--- src/rtl/light_mode_controller_if.sv ---
// light_mode_controller_if: button events, sensor inputs and lamp/mode outputs of the light controller.
interface light_mode_controller_if;
  logic A;
  logic B;
  logic presence;
  logic dark;
  logic lamp;
  logic auto_mode;
  modport master (output A, B, presence, dark, input lamp, auto_mode);
  modport slave (input A, B, presence, dark, output lamp, auto_mode);
endinterface

--- src/rtl/light_mode_controller.sv ---
// light_mode_controller: manual/auto lamp mode FSM with sensor synchronizers and hold/timeout counter.
module light_mode_controller #(
  parameter int AUTO_HOLD_T = 30000,
  parameter int MANUAL_TIMEOUT_T = 60000
) (
  input logic clk,
  input logic rst,
  light_mode_controller_if.slave bus
);
  typedef enum logic [2:0] {MAN_OFF, MAN_ON, AUTO_IDLE, AUTO_ON, AUTO_HOLD} state_t;
  localparam logic [15:0] HOLD_LAST = 16'(AUTO_HOLD_T - 1);
  localparam logic [15:0] MAN_LAST = 16'(MANUAL_TIMEOUT_T - 1);
  state_t state, next;
  logic [15:0] cnt;
  logic [1:0] p_sync, d_sync;
  logic ps, ds, lamp_q, auto_q;
  assign ps = p_sync[1];
  assign ds = d_sync[1];
  assign bus.lamp = lamp_q;
  assign bus.auto_mode = auto_q;
  always_comb begin
    next = state;
    if (bus.A)
      next = (state == MAN_OFF || state == MAN_ON) ? AUTO_IDLE : MAN_OFF;
    else
      case (state)
        MAN_OFF: next = bus.B ? MAN_ON : MAN_OFF;
        MAN_ON: next = (bus.B || cnt == MAN_LAST) ? MAN_OFF : MAN_ON;
        AUTO_IDLE: next = (ps && ds) ? AUTO_ON : AUTO_IDLE;
        AUTO_ON: next = !ds ? AUTO_IDLE : !ps ? AUTO_HOLD : AUTO_ON;
        AUTO_HOLD: next = !ds ? AUTO_IDLE : ps ? AUTO_ON : (cnt == HOLD_LAST) ? AUTO_IDLE : AUTO_HOLD;
        default: next = MAN_OFF;
      endcase
  end
  // Outputs are decoded from the next state so they move on the same edge as the state register.
  always_ff @(posedge clk) begin
    if (!rst) begin
      state <= MAN_OFF;
      cnt <= '0;
      p_sync <= '0;
      d_sync <= '0;
      lamp_q <= 1'b0;
      auto_q <= 1'b0;
    end else begin
      state <= next;
      cnt <= (next != state) ? 16'd0 : cnt + 16'd1;
      p_sync <= {p_sync[0], bus.presence};
      d_sync <= {d_sync[0], bus.dark};
      lamp_q <= next inside {MAN_ON, AUTO_ON, AUTO_HOLD};
      auto_q <= next inside {AUTO_IDLE, AUTO_ON, AUTO_HOLD};
    end
  end
endmodule
--- src/flat_wrapper.sv ---
// flat-port wrapper written by rule: the top's interface ports become plain ports
module light_mode_controller_flat 
#(
  parameter int AUTO_HOLD_T = 30000,
  parameter int MANUAL_TIMEOUT_T = 60000
)
  (clk, rst, bus_A, bus_B, bus_presence, bus_dark, bus_lamp, bus_auto_mode);
  light_mode_controller_if bus_i ();
  input logic clk;
  input logic rst;
  input wire logic [$bits(bus_i.A)-1:0] bus_A;
  input wire logic [$bits(bus_i.B)-1:0] bus_B;
  input wire logic [$bits(bus_i.presence)-1:0] bus_presence;
  input wire logic [$bits(bus_i.dark)-1:0] bus_dark;
  output wire logic [$bits(bus_i.lamp)-1:0] bus_lamp;
  output wire logic [$bits(bus_i.auto_mode)-1:0] bus_auto_mode;
  assign bus_i.A = bus_A;
  assign bus_i.B = bus_B;
  assign bus_i.presence = bus_presence;
  assign bus_i.dark = bus_dark;
  assign bus_lamp = bus_i.lamp;
  assign bus_auto_mode = bus_i.auto_mode;
  light_mode_controller #(.AUTO_HOLD_T(AUTO_HOLD_T), .MANUAL_TIMEOUT_T(MANUAL_TIMEOUT_T)) u_core (.clk(clk), .rst(rst), .bus(bus_i));
endmodule
--- config.mk ---
export PLATFORM = sky130hd
export DESIGN_NAME = light_mode_controller_flat
export DESIGN_NICKNAME = d
export VERILOG_FILES = /design/src/rtl/light_mode_controller_if.sv /design/src/rtl/light_mode_controller.sv /design/src/flat_wrapper.sv
export SDC_FILE = /design/constraint.sdc
export NUM_CORES = 1
export LEC_CHECK = 0
export CAP_MARGIN = 10
export CORE_MARGIN = 4
export CORE_UTILIZATION = 50
export CTS_CLUSTER_SIZE = 40
export DETAILED_ROUTE_END_ITERATION = 8
export PLACE_DENSITY = 0.72
export SYNTH_ARGS = -nofsm -noshare
export SYNTH_HDL_FRONTEND = slang
export SYNTH_SLANG_ARGS = --single-unit
--- constraint.sdc ---
create_clock -name clk -period 1.55 [get_ports clk]
set_input_delay 0.2325 -clock clk [delete_from_list [all_inputs] [get_ports clk]]
set_output_delay 0.2325 -clock clk [all_outputs]
set_load 0.005 [all_outputs]
==> results of run 1 <==
through the flow:
| step | total power, uW | hold WS [ns] |
|---|---|---|
| 2_1_floorplan | 791.2 | 0.3542 |
| 3_3_place_gp | 854.6 | 0.4181 |
| 3_5_place_dp | 861.3 | 0.4238 |
| 4_1_cts | 1199 | 0.4551 |
| 5_1_grt | 1272 | 0.4377 |
| 6_report | 1209 | 0.4535 |
flip-flops by register name, indices dropped and copies added (netlist names):
signal                flops
u_core.p_sync             2
u_core.bus.lamp           1
u_core.cnt               16
u_core.d_sync             2
u_core.state              3
u_core.bus.auto_mode      1
cells by family (layout without fill, tap and decap cells):
family | count (synthesis) | count (layout) | synth area share (%)
simple gates | 69 | 69 | 36.55
fa+ha+maj | 1 | 1 | 0.9745
xor+xnor | 14 | 14 | 9.552
flops | 25 | 25 | 38.99
compound gates | 17 | 17 | 9.358
buf+inv | 9 | 47 | 4.580
final timing paths:
kind	from	to	slack, ns
worst max-delay path	u_core.cnt[4]	u_core.bus.auto_mode	-0.17
worst min-delay path	u_core.p_sync[0]	u_core.p_sync[1]	0.45
worst max register to register	u_core.cnt[4]	u_core.bus.auto_mode	-0.17
worst min register to register	u_core.p_sync[0]	u_core.p_sync[1]	0.45
power breakdown:
group | internal (uW) | total, uW | switching, uW
logic | 119 | 245 | 126
clock network | 101 | 297 | 196
registers | 657 | 667 | 9.86
total | 877 | 1210 | 332
per-layer routing:
metal	global-route usage, %	vias to the layer above	share of wire (%)
li1	-	559	-
met1	23.89	557	42
met2	32.85	22	53
met3	3.947	9	3.3
met4	7.767	0	2.0
met5	0	-	0
cell usage after synthesis (2+ instances only):
cell	count	area, um2
and3_1	3	18.77
a21oi_1	5	25.02
o21ai_0	3	15.01
nor3_2	10	100.1
nor2_1	9	33.78
nor3_1	9	45.04
dfxtp_1	25	500.5
xor2_1	5	43.79
and2_1	5	31.28
inv_1	3	11.26
xnor2_1	9	78.83
nand3_1	4	20.02
nand4_1	2	12.51
and4b_1	2	20.02
nand2_1	8	30.03
buf_2	2	10.01
nand2b_1	4	25.02
critical path, cell delays in order (launching register included):
cell	delay [ns]
dfxtp_2	0.35
or4b_4	0.54
nor4_4	0.23
buf_4	0.16
nand2b_4	0.11
a21o_1	0.14
o22ai_1	0.07
area by class of cell:
| type | instances | area (um2) |
|---|---|---|
| clock buffer | 4 | 26.28 |
| fill | 166 | 609.3 |
| inverter | 3 | 11.26 |
| multi-input combinational | 101 | 887.1 |
| sequential | 25 | 511.7 |
| tap | 30 | 37.54 |
| timing repair buffer | 40 | 371.6 |
timing repair:
| action | 4_1_cts | 5_1_grt |
|---|---|---|
| gates resized for setup | 15 | 16 |
| gates cloned | 1 | 1 |
| setup buffers | 4 | 1 |
| pin swaps | 6 | 14 |
| endpoints found under the setup margin | 20 | 21 |
==> results.json, run 1 <==
{
  "gp_congestion": 0.8364,
  "crit_required_ns": 1.76,
  "syn-instance-count": 135,
  "fin_crit_sh_pct": 110.8,
  "overflow": 0,
  "slew_headroom_pct": 73.09,
  "drt_iter0_markers": 87,
  "cts-buffers-inserted": 3,
  "fin_ws_ns": -0.1671,
  "maxSlewViolCount": 0,
  "routed_wl_um": 3108,
  "coreArea_mm2": 0.002455,
  "wl_per_cell_um": 15.31,
  "antenna_found_initial": 0,
  "area_growth_pct": 43.76,
  "cts-root-buf": "clkbuf_4",
  "drive_gt1_share_pct": 42.77,
  "dp.final_hpwl_um": 1967,
  "die-area_mm2": 0.003442,
  "yosysWarnings": 0,
  "grt_pass1_vias": 1147,
  "numPortBuffers": 7,
  "place_ws_ns": -0.3760,
  "dp_cells": 194,
  "synth_cell_types": 44,
  "holdPathStages": 1,
  "finalHoldViolCount": 0,
  "worst_pin_slew_ns": 0.4002,
  "finalSetupTns_ns": -2.706,
  "cts.reportedPaths.clkPinSlew_ns": 0.14,
  "tritoncts": "built",
  "grt_setup_unrepaired": "true",
  "ys_seq_area_share_pct": 38.99,
  "dpl-instance-area_mm2": 0.001614,
  "syn-num-nets": 142,
  "drt_pass1_iterations": 4,
  "cts.hold.buffers_added": 0,
  "violations": "negative setup slack",
  "fin_nets": 181,
  "synth_edf_count": 0,
  "p_leak_uw": 0.0006656,
  "die_height_um": 58.67,
  "cts.sinks": 25,
  "max_freq_mhz": 582.4,
  "drtAntennaViolNets": 0,
  "start_util_pct": 52.29,
  "layout.cells.non_filler": 203,
  "critical_path_class": "reg -> reg",
  "clock_skew_ns": 0.009021,
  "synth-seq-cells": 25,
  "finalCriticalPeriod_ns": 1.717,
  "grt_pass1_wl_um": 5112,
  "grt_max_degree": 17,
  "num_io_pins": 8,
  "fp.dieW_um": 58.67,
  "cts_buffer_depth": 2,
  "drv_cap": 0,
  "setup_viol": 20,
  "r2r_cells": 6,
  "ir_drop_uv": 725.7,
  "async_flop_share_pct": 0,
  "avgSynthCellArea_um2": 9.509,
  "worstSkewPairLatency_ns": 0.33,
  "final_util_pct": 75.18,
  "final_area_mm2": 0.001846,
  "syn-cell-area_mm2": 0.001284,
  "endpoint_kind": "register",
  "final_common_cell": "buf_4",
  "startpoint_type": "register",
  "ys.flop_type": "dfxtp_1",
  "htreeDepth": 1,
  "vias_per_cell": 5.650,
  "diodes": 0,
  "crit_arrival_ns": 1.93,
  "drc": 0,
  "mostFrequentLayoutCells": "buf_4, dfxtp_1, nor2_1, xnor2_1",
  "crit_fanout": 3,
  "vias": 1147,
  "powerDensity_mw_per_mm2": 654.9,
  "rows": 18,
  "hp-class": "reg -> reg",
  "status": "finished with violations",
  "grt_use_total_pct": 19.35
}
Power figures use the tool's default switching activity.
==> inputs of run 2 (changes only) <==
--- a/config.mk
+++ b/config.mk
@@ -5,6 +5,7 @@
 export SDC_FILE = /design/constraint.sdc
 export NUM_CORES = 1
 export LEC_CHECK = 0
+export ABC_AREA = 1
 export CAP_MARGIN = 10
 export CORE_MARGIN = 4
 export CORE_UTILIZATION = 50
==> run 2 against run 1 <==
Against the previous run:
- the run still ends with negative setup slack left
- synthesized cell count up 27%
- wire length unchanged
- via count up 3.7%
- final area up 2.0%
- final cell count up 22%
- sequential power about the same
- utilization up 0.15 points
- critical endpoint is now u_core.cnt[14]
==> results.json, run 2 <==
{
  "nFillCells": 186,
  "switching_share_pct": 28.00,
  "fin_hold_ws_ns": 0.4163,
  "antenna_found_initial": 0,
  "ys.flop_type": "dfxtp_1",
  "hp-start": "bus_dark",
  "r2r_start": "u_core.cnt[0]",
  "finalCriticalPeriod_ns": 1.682,
  "grt_max_degree": 15,
  "yosysWarnings": 0,
  "dp.final_hpwl_um": 2109,
  "yosysMostFrequentCell": "nand2_1",
  "ir_drop_uv": 671.6,
  "drive_gt1_share_pct": 44.24,
  "min_to": "u_core.d_sync[0]",
  "die_height_um": 59.50,
  "diodes": 0,
  "reg2reg_to": "u_core.cnt[14]",
  "violations": "negative setup slack",
  "async_flop_share_pct": 0,
  "status": "finished with violations",
  "drt_pass1_iterations": 4,
  "maxSlewViolCount": 0,
  "holdPathStages": 3,
  "comb_power_share_pct": 15.8,
  "largest_register_ffs": 16,
  "final_area_mm2": 0.001883,
  "start_util_pct": 53.05,
  "die-area_mm2": 0.003540,
  "hp-class": "in -> reg",
  "cts_buffer_depth": 2,
  "fin_crit_sh_pct": 108.5,
  "ys_seq_area_share_pct": 37.74,
  "startpoint_type": "register",
  "worst_pin_slew_ns": 0.2632,
  "crit_required_ns": 1.84,
  "clock_skew_ns": 0.003534,
  "wl_per_cell_um": 12.58,
  "top_register": "u_core.cnt",
  "endpoint_kind": "register",
  "mostFrequentLayoutCells": "buf_4, nand2_1, inv_1",
  "vias": 1189,
  "max_freq_mhz": 594.6,
  "powerDensity_mw_per_mm2": 610.2,
  "synth.top_cells.by_count": "nand2_1, dfxtp_1, inv_1",
  "cts-root-buf": "clkbuf_4",
  "dpl-instance-area_mm2": 0.001668,
  "critical_path_class": "reg -> reg",
  "crit_fanout": 8,
  "numPortBuffers": 7,
  "drtAntennaViolNets": 0,
  "cts-buffers-inserted": 3,
  "num_io_pins": 8,
  "drv_cap": 0,
  "synth_top_area_share_pct": 37.74,
  "worstSkewPairLatency_ns": 0.33,
  "intPower_uw": 827.3,
  "synth-seq-cells": 25,
  "area_growth_pct": 41.98,
  "power.switching_uw": 321.8,
  "overflow": 0,
  "drt_iter0_markers": 17,
  "tritoncts": "built",
  "clkPwrFrac_pct": 26.2,
  "setup_viol": 16,
  "avgSynthCellArea_um2": 7.756,
  "syn-num-nets": 178,
  "fin_ws_ns": -0.1319,
  "rows": 18,
  "fp.dieW_um": 59.50,
  "crit_arrival_ns": 1.97,
  "r2r_setup_slack_ns": -0.13,
  "synth_top_cell_by_area": "dfxtp_1",
  "fin_nets": 225,
  "p_seq_share_pct": 58.0,
  "synth_cell_types": 27,
  "grt_pass1_vias": 1178,
  "cts.sinks": 25,
  "final_common_cell": "buf_4",
  "grt_pass1_wl_um": 5030,
  "cts.reportedPaths.clkPinSlew_ns": 0.14,
  "synth_edf_count": 0,
  "slew_headroom_pct": 82.33,
  "cts.hold.buffers_added": 0,
  "grt_use_total_pct": 19.17,
  "syn-cell-area_mm2": 0.001326,
  "syn-instance-count": 171,
  "htreeDepth": 1,
  "r2r_cells": 11,
  "p_leak_uw": 0.0007647,
  "finalHoldViolCount": 0,
  "drc": 0,
  "vias_per_cell": 4.814,
  "grt_setup_unrepaired": "true",
  "synth_area_leaders": "dfxtp_1, nor2_4, nand2_1, inv_1, nor2_1",
  "top_regs": "u_core.cnt x16, u_core.state x3",
  "routed_wl_um": 3108,
  "coreArea_mm2": 0.002500,
  "gp_congestion": 0.8887
}
[run 2: cell types whose count changed after synthesis, sizes merged, moves of 6 or more]
cell,before,now
nor2,9,35
xnor2,9,3
nand2,8,42
nor3,19,2
inv,3,28
[run 2: cells by family after synthesis]
family          synth area share (%)
buf+inv                        9.717
fa+ha+maj                     0.9432
flops                          37.74
xor+xnor                       7.925
simple gates                   38.21
compound gates                 5.472
[run 2: worst max-delay path by stage]
stage	start	endpoint	slack (ns)	cells after the start
6_report	u_core.cnt[0]	u_core.cnt[14]	-0.13	11
5_1_grt	u_core.cnt[0]	u_core.cnt[12]	-0.24	9
4_1_cts	u_core.cnt[0]	u_core.cnt[2]	-0.11	11
2_1_floorplan	u_core.cnt[0]	u_core.cnt[2]	0.008	13
3_3_place_gp	bus_A	u_core.cnt[6]	-0.16	8
3_5_place_dp	bus_A	u_core.cnt[8]	-0.23	8
[run 2: timing repair]
action | CTS | global route
pin swaps | 4 | 16
resized for setup | 7 | 31
cloned | 1 | 0
setup buffers | 2 | 3
endpoints found under the setup margin | 16 | 17
[run 2: final cells by class]
type                       instances  area (um2)  share of cell area, %
clock buffer                       3       22.52                  1.196
clock inverter                     1       5.005                 0.2658
inverter                          29       108.9                  5.781
multi-input combinational        117       853.3                  45.32
sequential                        25       515.5                  27.38
tap                               30       37.54                  1.993
timing repair buffer              42       340.3                  18.07
[run 2: layer usage]
metal | track usage [%] | routed length [um]
met1 | 19.23 | 1222
met2 | 36.51 | 1712
met3 | 3.922 | 85
met4 | 9.810 | 87
met5 | 0 | 0
[run 2: critical path, cell delays in order (launching register included)]
cell and delay, ns:
dfxtp_4 0.38, ha_4 0.18, nand3_4 0.09, nor2_1 0.05
nand2_1 0.08, nand2_2 0.06, buf_6 0.12, o21ai_4 0.11
nand2_2 0.08, nor2_4 0.23, nand2_8 0.16, nor2_4 0.12
[run 2: through the flow]
step	util (%)	TNS, ns	cells	power [uW]	worst slack, ns
6_report	75.33	-1.754	247	1149	-0.1319
5_1_grt	75.33	-3.148	247	1202	-0.2399
3_3_place_gp	66.72	-2.436	238	818.8	-0.1628
2_1_floorplan	-	0	171	781.1	0.008095
4_1_cts	70.42	-1.499	245	1138	-0.1135
3_5_place_dp	66.72	-3.144	238	826.2	-0.2294
[run 2: power groups by stage]
stage          combinational, uW  sequential (uW)  clock [uW]
2_1_floorplan               99.2              682           0
3_3_place_gp                 139              680           0
3_5_place_dp                 145              681           0
4_1_cts                      169              667         302
5_1_grt                      194              669         339
6_report                     181              667         301
==> inputs of run 3 (changes only) <==
--- a/config.mk
+++ b/config.mk
@@ -7,6 +7,7 @@
 export LEC_CHECK = 0
 export ABC_AREA = 1
 export CAP_MARGIN = 10
+export CORE_ASPECT_RATIO = 1.5
 export CORE_MARGIN = 4
 export CORE_UTILIZATION = 50
 export CTS_CLUSTER_SIZE = 40
==> constraint.sdc (replaced) <==
create_clock -name clk -period 1.47 [get_ports clk]
set_input_delay 0.2205 -clock clk [delete_from_list [all_inputs] [get_ports clk]]
set_output_delay 0.2205 -clock clk [all_outputs]
set_load 0.005 [all_outputs]
==> run 3 against run 2 <==
Against the previous run:
- the run still ends with negative setup slack left
- largest power group unchanged
- critical path depth shrank 4
- wire length down 4.2%
- fmax is 1.6% higher
- sequential cell count unchanged
- worst setup slack got worse by 0.053 ns
- clock power is 3% higher
- worst hold slack got worse by 0.0035 ns
- sequential share of layout area shrank 0.36 points
==> results.json, run 3 (synthesized netlist as in run 2, its figures left out) <==
{
  "gr-usage-met2_pct": 35.61,
  "die_height_um": 71.08,
  "diodes": 0,
  "crit_arrival_ns": 1.88,
  "wl_per_cell_um": 11.55,
  "reg2reg_to": "u_core.cnt[12]",
  "finalCriticalPeriod_ns": 1.655,
  "drtAntennaViolNets": 0,
  "largest_register_ffs": 16,
  "gp_congestion": 0.8987,
  "crit_fanout": 4,
  "coreArea_mm2": 0.002505,
  "grt_pass1_vias": 1272,
  "cts_buffer_depth": 2,
  "r2r_start": "u_core.cnt[3]",
  "worst_pin_slew_ns": 0.2718,
  "overflow": 0,
  "numPortBuffers": 7,
  "max_freq_mhz": 604.3,
  "drt_pass1_iterations": 4,
  "violations": "negative setup slack",
  "cts-buffers-inserted": 3,
  "final_common_cell": "buf_4",
  "final_area_mm2": 0.001894,
  "ir_drop_uv": 499.8,
  "critical_path_class": "reg -> reg",
  "htreeDepth": 1,
  "grt_pass1_wl_um": 5071,
  "dpl-instance-area_mm2": 0.001677,
  "hp-class": "in -> reg",
  "powerDensity_mw_per_mm2": 641.6,
  "worstSkewPairLatency_ns": 0.32,
  "vias_per_cell": 4.678,
  "mostFrequentLayoutCells": "buf_4, nand2_1, inv_1",
  "grt_use_total_pct": 18.15,
  "tritoncts": "built",
  "busiest_layer": "met2",
  "num_io_pins": 8,
  "r2r_setup_slack_ns": -0.18,
  "die-area_mm2": 0.003557,
  "drv_cap": 0,
  "top_register": "u_core.cnt",
  "dp_cells": 244,
  "antenna_found_initial": 0,
  "cts.hold.buffers_added": 0,
  "seq_area_um2": 511.7,
  "fin_nets": 230,
  "startpoint_type": "register",
  "slew_headroom_pct": 81.82,
  "clock_skew_ns": 0.004772,
  "multi_input_area_um2": 832.0,
  "crit_required_ns": 1.70,
  "drive_gt1_share_pct": 46.40,
  "cts.sinks": 25,
  "cts-root-buf": "clkbuf_4",
  "start_util_pct": 52.95,
  "top_regs": "u_core.cnt x16, u_core.state x3",
  "fin_crit_sh_pct": 112.6,
  "dp.final_hpwl_um": 2019,
  "drt_iter0_markers": 8,
  "drc": 0,
  "r2r_cells": 7,
  "rows": 22,
  "fin_ws_ns": -0.1849,
  "finalHoldViolCount": 0,
  "grtUsageMet3_pct": 1.684,
  "p_leak_uw": 0.0007683,
  "routed_wl_um": 2979,
  "place_ws_ns": -0.3002,
  "crit_path_end": "u_core.cnt[12]",
  "grt_max_degree": 14,
  "layout.cells.non_filler": 258,
  "fp.dieW_um": 50.05,
  "cts.reportedPaths.clkPinSlew_ns": 0.13,
  "vias": 1207,
  "startpoint": "u_core.cnt[3]",
  "area_growth_pct": 42.83,
  "maxSlewViolCount": 0,
  "nFillCells": 188,
  "status": "finished with violations",
  "grt_setup_unrepaired": "true",
  "fin_total_pwr_uw": 1215,
  "setup_viol": 16,
  "grt.met1_usage_pct": 17.65,
  "fin_hold_ws_ns": 0.4128,
  "endpoint_kind": "register"
}
run 3: layout make-up:
class / count / area share, %
timing repair buffer: 47 / 19.55
inverter: 29 / 5.746
sequential: 25 / 27.01
multi-input combinational: 117 / 43.92
tap: 36 / 2.378
clock buffer: 4 / 1.387
run 3: through the flow:
stage	setup TNS, ns	utilization (%)
after floorplan	-0.5246	-
after global placement	-3.884	66.93
after detailed placement	-4.476	66.93
after CTS	-1.641	72.63
after global routing	-4.287	75.62
final	-2.405	75.62
run 3: timing repair:
item	in CTS	in global routing
buffers inserted	5	4
setup endpoints to repair	16	20
gates cloned	1	0
gates resized for setup	14	19
pin swaps	10	13
run 3: how the worst min path moves through the flow:
stage | start | endpoint | slack (ns) | depth (start not counted)
after floorplan | rst | u_core.d_sync[0] | 0.31 | 2
after global placement | u_core.d_sync[0] | u_core.d_sync[1] | 0.40 | 2
after detailed placement | u_core.d_sync[0] | u_core.d_sync[1] | 0.41 | 2
after CTS | bus_presence | u_core.p_sync[0] | 0.42 | 3
after global routing | bus_dark | u_core.d_sync[0] | 0.43 | 3
final | bus_presence | u_core.p_sync[0] | 0.41 | 3
run 3: worst max-delay path, cell delays in order, from the launching register on:
cell and delay (ns):
dfxtp_1 0.48, buf_4 0.15, nand4_1 0.13, nor3_2 0.25
nand4_1 0.22, xor2_1 0.20, inv_1 0.10, nor2_4 0.04
run 3: power by group:
part	total (uW)	leakage (uW)	internal, uW	switching, uW
Sequential	702	0.000207	694	8.60
Combinational	203	0.000546	89.3	114
Clock	310	0.0000150	106	204
run 3: per-layer routing:
metal,share of wire [%],wire length [um]
met5,0,0
met4,3.3,99
met3,1.9,57
met2,59,1770
met1,35,1051
